[config.mk]
export PLATFORM = sky130hd
export DESIGN_NAME = apb_slave_regfile
export DESIGN_NICKNAME = d
export VERILOG_FILES = /design/src/rtl/apb_slave_regfile.sv
export SDC_FILE = /design/constraint.sdc
export NUM_CORES = 1
export LEC_CHECK = 0
export BUFFER_PORTS_ARGS = -buffer_cell sky130_fd_sc_hd__buf_2
export CAP_MARGIN = 30
export CORE_AREA = 3 3 240 242
export CTS_CLUSTER_SIZE = 16
export DETAILED_ROUTE_END_ITERATION = 16
export DIE_AREA = 0 0 243 245
export PLACE_DENSITY = 0.71
export SLEW_MARGIN = 40
export SYNTH_ARGS = -nofsm -noshare
export SYNTH_HDL_FRONTEND = slang
export SYNTH_SLANG_ARGS = --single-unit
[constraint.sdc]
create_clock -name apbClk -period 3.4 [get_ports apbClk]
set_clock_uncertainty 0.15 [all_clocks]
set_input_delay 0.34 -clock apbClk [delete_from_list [all_inputs] [get_ports apbClk]]
set_output_delay 0.34 -clock apbClk [all_outputs]
set_load 0.01 [all_outputs]
[src/rtl/apb_slave_regfile.sv]
// APB completer with a bank of read/write registers, programmable wait states,
// PSLVERR on out-of-range or misaligned accesses, and a parallel register export.
module apb_slave_regfile #(
  parameter int APB_ADDR_WIDTH = 32,
  parameter int APB_DATA_WIDTH = 32,
  parameter int NUM_REGS       = 16,
  parameter int WAIT_STATES    = 0
) (
  input  logic                               apbClk,
  input  logic                               rst,
  input  logic                               PSEL,
  input  logic                               PENABLE,
  input  logic                               PWRITE,
  input  logic [APB_ADDR_WIDTH-1:0]          PADDR,
  input  logic [APB_DATA_WIDTH-1:0]          PWDATA,
  output logic [APB_DATA_WIDTH-1:0]          PRDATA,
  output logic                               PREADY,
  output logic                               PSLVERR,
  output logic [NUM_REGS*APB_DATA_WIDTH-1:0] regs_o
);

  localparam int BYTES = APB_DATA_WIDTH / 8;
  localparam int LSB   = $clog2(BYTES);
  localparam int IDX_W = $clog2(NUM_REGS);
  localparam logic [APB_ADDR_WIDTH-1:0] ADDR_LIMIT = APB_ADDR_WIDTH'(NUM_REGS * BYTES);

  typedef enum logic {
    IDLE   = 1'b0,
    ACCESS = 1'b1
  } state_t;

  state_t                    state_q, state_d;
  logic [3:0]                cnt_q, cnt_d;
  logic [IDX_W-1:0]          idx_q;
  logic                      write_q;
  logic                      err_q;
  logic                      setup;
  logic                      commit;
  logic                      addr_ok;
  logic [IDX_W-1:0]          addr_idx;
  logic [APB_DATA_WIDTH-1:0] regs [NUM_REGS];

  assign addr_idx = PADDR[LSB +: IDX_W];
  assign addr_ok  = (PADDR < ADDR_LIMIT) && (PADDR[LSB-1:0] == '0);

  // NOTE: every output of this block gets a default first, so no path leaves
  // a variable unassigned and no latch is inferred.
  always_comb begin
    state_d = state_q;
    cnt_d   = cnt_q;
    setup   = 1'b0;
    commit  = 1'b0;
    case (state_q)
      IDLE: begin
        if (PSEL && !PENABLE) begin
          setup   = 1'b1;
          cnt_d   = 4'(WAIT_STATES);
          state_d = ACCESS;
        end
      end
      ACCESS: begin
        if (!PSEL) begin
          // Master abandoned the transfer: nothing is committed.
          cnt_d   = '0;
          state_d = IDLE;
        end else if (cnt_q != '0) begin
          cnt_d = cnt_q - 4'd1;
        end else begin
          commit  = write_q && !err_q;
          state_d = IDLE;
        end
      end
      default: state_d = IDLE;
    endcase
  end

  // NOTE: sequential state uses non-blocking assignments only, so every
  // register samples pre-edge values regardless of statement order.
  always_ff @(posedge apbClk) begin
    if (rst) begin
      state_q <= IDLE;
      cnt_q   <= '0;
      idx_q   <= '0;
      write_q <= 1'b0;
      err_q   <= 1'b0;
      PRDATA  <= '0;
      // NOTE: the register bank is reset too, because it is exported on regs_o
      // and must read as zero out of reset; this rules out a RAM macro.
      for (int i = 0; i < NUM_REGS; i++) regs[i] <= '0;
    end else begin
      state_q <= state_d;
      cnt_q   <= cnt_d;
      if (setup) begin
        idx_q   <= addr_idx;
        write_q <= PWRITE;
        err_q   <= !addr_ok;
        if (!PWRITE) PRDATA <= addr_ok ? regs[addr_idx] : '0;
      end
      if (commit) regs[idx_q] <= PWDATA;
    end
  end

  assign PREADY  = (state_q == ACCESS) && (cnt_q == '0);
  assign PSLVERR = PREADY && err_q;

  for (genvar g = 0; g < NUM_REGS; g++) begin : g_export
    assign regs_o[g*APB_DATA_WIDTH +: APB_DATA_WIDTH] = regs[g];
  end

endmodule
==> results by group <==
Outcome
  • Status: finished clean

Global route
  • Initial antenna violation count: 9
  • Met1 Usage GRT: 40.3%
  • Busiest grt layer: met2
  • Vias in the first global route: 18226
  • Grt total ovfl: 0
  • Gr usage total: 31.3%
  • Grt met3 use: 6.98%
  • Pin count of the biggest net entering global routing: 82
  • Met2 global-route usage: 52.0%
  • First-pass GRT wire length: 134000 microns

Timing
  • TNS Setup: 0 ns
  • Final Slew Violations: 0
  • Setup ws final: 0.389 ns
  • Final Hold Fails: 0
  • Min Hold Slack: 0.0544 ns
  • Max Clk Rate: 332 MHz
  • Max_slew headroom: 44.0%
  • Period utilization: 88.6%
  • Least-Margin Pin Slew: 0.838 ns
  • Tmin final: 3.01 ns
  • Setup Viol. Count Final: 0
  • RSZ-0062 raised after global routing: no

Pwr
  • Pwr Total: 16.0 mW
  • Peak VDD IR: 392 uV
  • Leakage: 13.4 nW
  • Cell area power density: 512 nW/um^2

Clocking
  • Hold Buf Count CTS: 0
  • PostCTS Resize Cnt: 0
  • CTS Buf Count: 57
  • Clk_lat worst skew: 0.63 ns
  • Root Buffer: clkbuf_16
  • CTS tree: built
  • Clock buffer depth: 3
  • Setup Buffers After CTS: 0
  • Clock transition at path regs: 0.06 ns
  • H-tree depth: 2
  • # clock sinks: 555

Setup path
  • Startpoint types: flip-flop
  • Crit end category: flip-flop
  • Crit Path Class: flip-flop to flip-flop
  • CP max FO: 21
  • Critical Path RT: 3.57 ns
  • Crit path arrival time: 3.18 ns

Place
  • Placed insts: 3086
  • Global placer's final weighted congestion: 0.895
  • Post-Place Setup Slack: 0.405 ns
  • Area after DPL: 29300 sq um
  • Detailed Place HPWL: 66300 microns
  • IO buf count: 614

Floorplan
  • Die Wd: 243 microns
  • Total I/O pin count: 615
  • Die area: 59500 sq um
  • Starting density of the core: 45.3%
  • Die H: 245 microns
  • Placement row count: 86
  • Core ar.: 55300 sq um

Synthesis
  • Adder-cell area share of the yosys netlist: 0.0499%
  • XOR/XNOR Fraction of Synth Area: 0%
  • Top-area cell type share of the netlist area: 61.3%
  • Mean cell area of the mapped netlist: 13.8 sq um
  • Compound-Gate Fraction of Synth Area: 5.05%
  • Mapped Cells: 1814
  • Simple-gate share of the synthesized area: 16.2%
  • Largest family of logic cells by synthesized area: simple AND/OR/NAND/NOR gates
  • Yosys top cell by area: edfxtp_1
  • Synth unique cells: 40
  • Largest cells by area after synthesis: edfxtp_1, and2_1, mux2i_1
  • Post-synthesis mux area share: 11.3%
  • Register bit total from synthesis: 555
  • Warnings, synthesis: 0
  • Post-Syn Nets: 1884
  • Sequential share of the synthesized area: 64.8%
  • Synthesized area: 25100 sq um

Drt
  • Vias per std cell: 5.75
  • DR DRC count: 0
  • DRT Pass-1 Iters: 6
  • Routed Antenna Nets: 0
  • WL per Instance: 29.8 microns
  • Initial DRC Count: 2107
  • Vias: 18410
  • Routed WL: 95200 microns

Hold path
  • Hold crit path type: primary input to flip-flop

Finish
  • Non-Filler Instances: 3199
  • Area of the multi-input gates: 8330 sq um
  • Most common library cell in the layout ignoring fill and taps: buf_2
  • Register area: 16200 sq um
  • # fillers: 4587
  • Final nets: 2467
  • Final design utilization: 56.7%
  • Final Cell Area: 31300 sq um
  • Layout cells sized above 1: 35.6%
  • Area Overhead vs Synth: 25.0%
  • Most frequent cells in the layout: buf_2, and2_1, edfxtp_1, mux2i_1, a22oi_1

Job
  • Max Cap Viol: 0
## cell families (layout without fill, tap and decap cells)
| kind of cell | count (synthesis) | in the layout |
|---|---|---|
| DFF | 555 | 555 |
| muxes | 248 | 248 |
| AOI/OAI and AO/OA | 173 | 173 |
| buffers and inverters | 154 | 786 |
| other | 0 | 5 |
| adders and majority gates | 1 | 1 |
| and+or+nand+nor | 683 | 683 |
## power breakdown
group	switching, mW	total [mW]	internal (mW)
Sequential	0.165	7.81	7.65
Combinational	0.891	1.35	0.456
Clock	2.77	6.87	4.11
Total	3.82	16.0	12.2
## final cells by class
cell class	count	area share [%]
flip-flops and latches	555	51.8
well taps	748	2.99
clock buffers	70	4.84
repair buffers	674	12.0
inverters	4	0.0479
multi-input cells	1105	26.6
clock inverters	38	1.71
diodes	5	0.0399
## state kept, by name (all words and copies together), names as in the netlist
signal,count
regs,512
PRDATA,32
cnt_q,4
idx_q,4
err_q,1
state_q,1
write_q,1
## routing by layer
| metal | part of all wire, % | wire, microns |
|---|---|---|
| met5 | 0 | 0 |
| met1 | 37 | 35400 |
| met4 | 4.2 | 3970 |
| met3 | 10 | 9810 |
| met2 | 48 | 46000 |
## worst paths after layout
check	startpoint	endpoint	slack (ns)	cells past startpoint
setup / recovery	cnt_q[0]$_SDFFE_PP0P_	regs[9][31]$_SDFFCE_PN0P_	0.39	7
hold / removal	PWDATA[22]	regs[1][22]$_SDFFCE_PN0P_	0.05	2
setup reg to reg	cnt_q[0]$_SDFFE_PP0P_	regs[9][31]$_SDFFCE_PN0P_	0.39	7
hold reg to reg	PRDATA[13]$_SDFFE_PP0P_	PRDATA[13]$_SDFFE_PP0P_	0.30	2
## worst max-delay path, stage by stage (launching register included)
cell	delay [ns]
dfxtp_1	0.33
inv_1	0.06
ha_1	0.18
nor3b_2	0.52
nand4_1	0.53
nor3_4	0.27
or2_2	0.43
buf_12	0.23
## synthesized netlist by cell type
library cell  count
buf_1             4
a22oi_1          62
nor3b_1           1
edfxtp_1        512
o31ai_1          12
or4_4             1
and2_1          517
nor4_1            6
mux4_2           27
nand4_1           5
and3_1            1
or4b_1            1
ha_1              1
a2bb2oi_1         1
buf_6             5
mux2i_1         208
clkbuf_1        112
nand4_2           1
nor4_2            1
mux2_2           13
o2bb2ai_1         1
nor3_1           23
a21boi_0         12
nor2b_1           5
nor3_2            4
a21oi_1          25
nand2b_1          6
nor3b_2           2
o21a_1            1
dfxtp_1          43
nor2_1           56
o22ai_1          19
nand2_1          35
buf_4             1
buf_2            28
o31ai_2          20
o21ai_0          20
or2_2            17
nand3b_1          1
inv_1             4
Note: power is estimated with default switching activity, not from simulation.
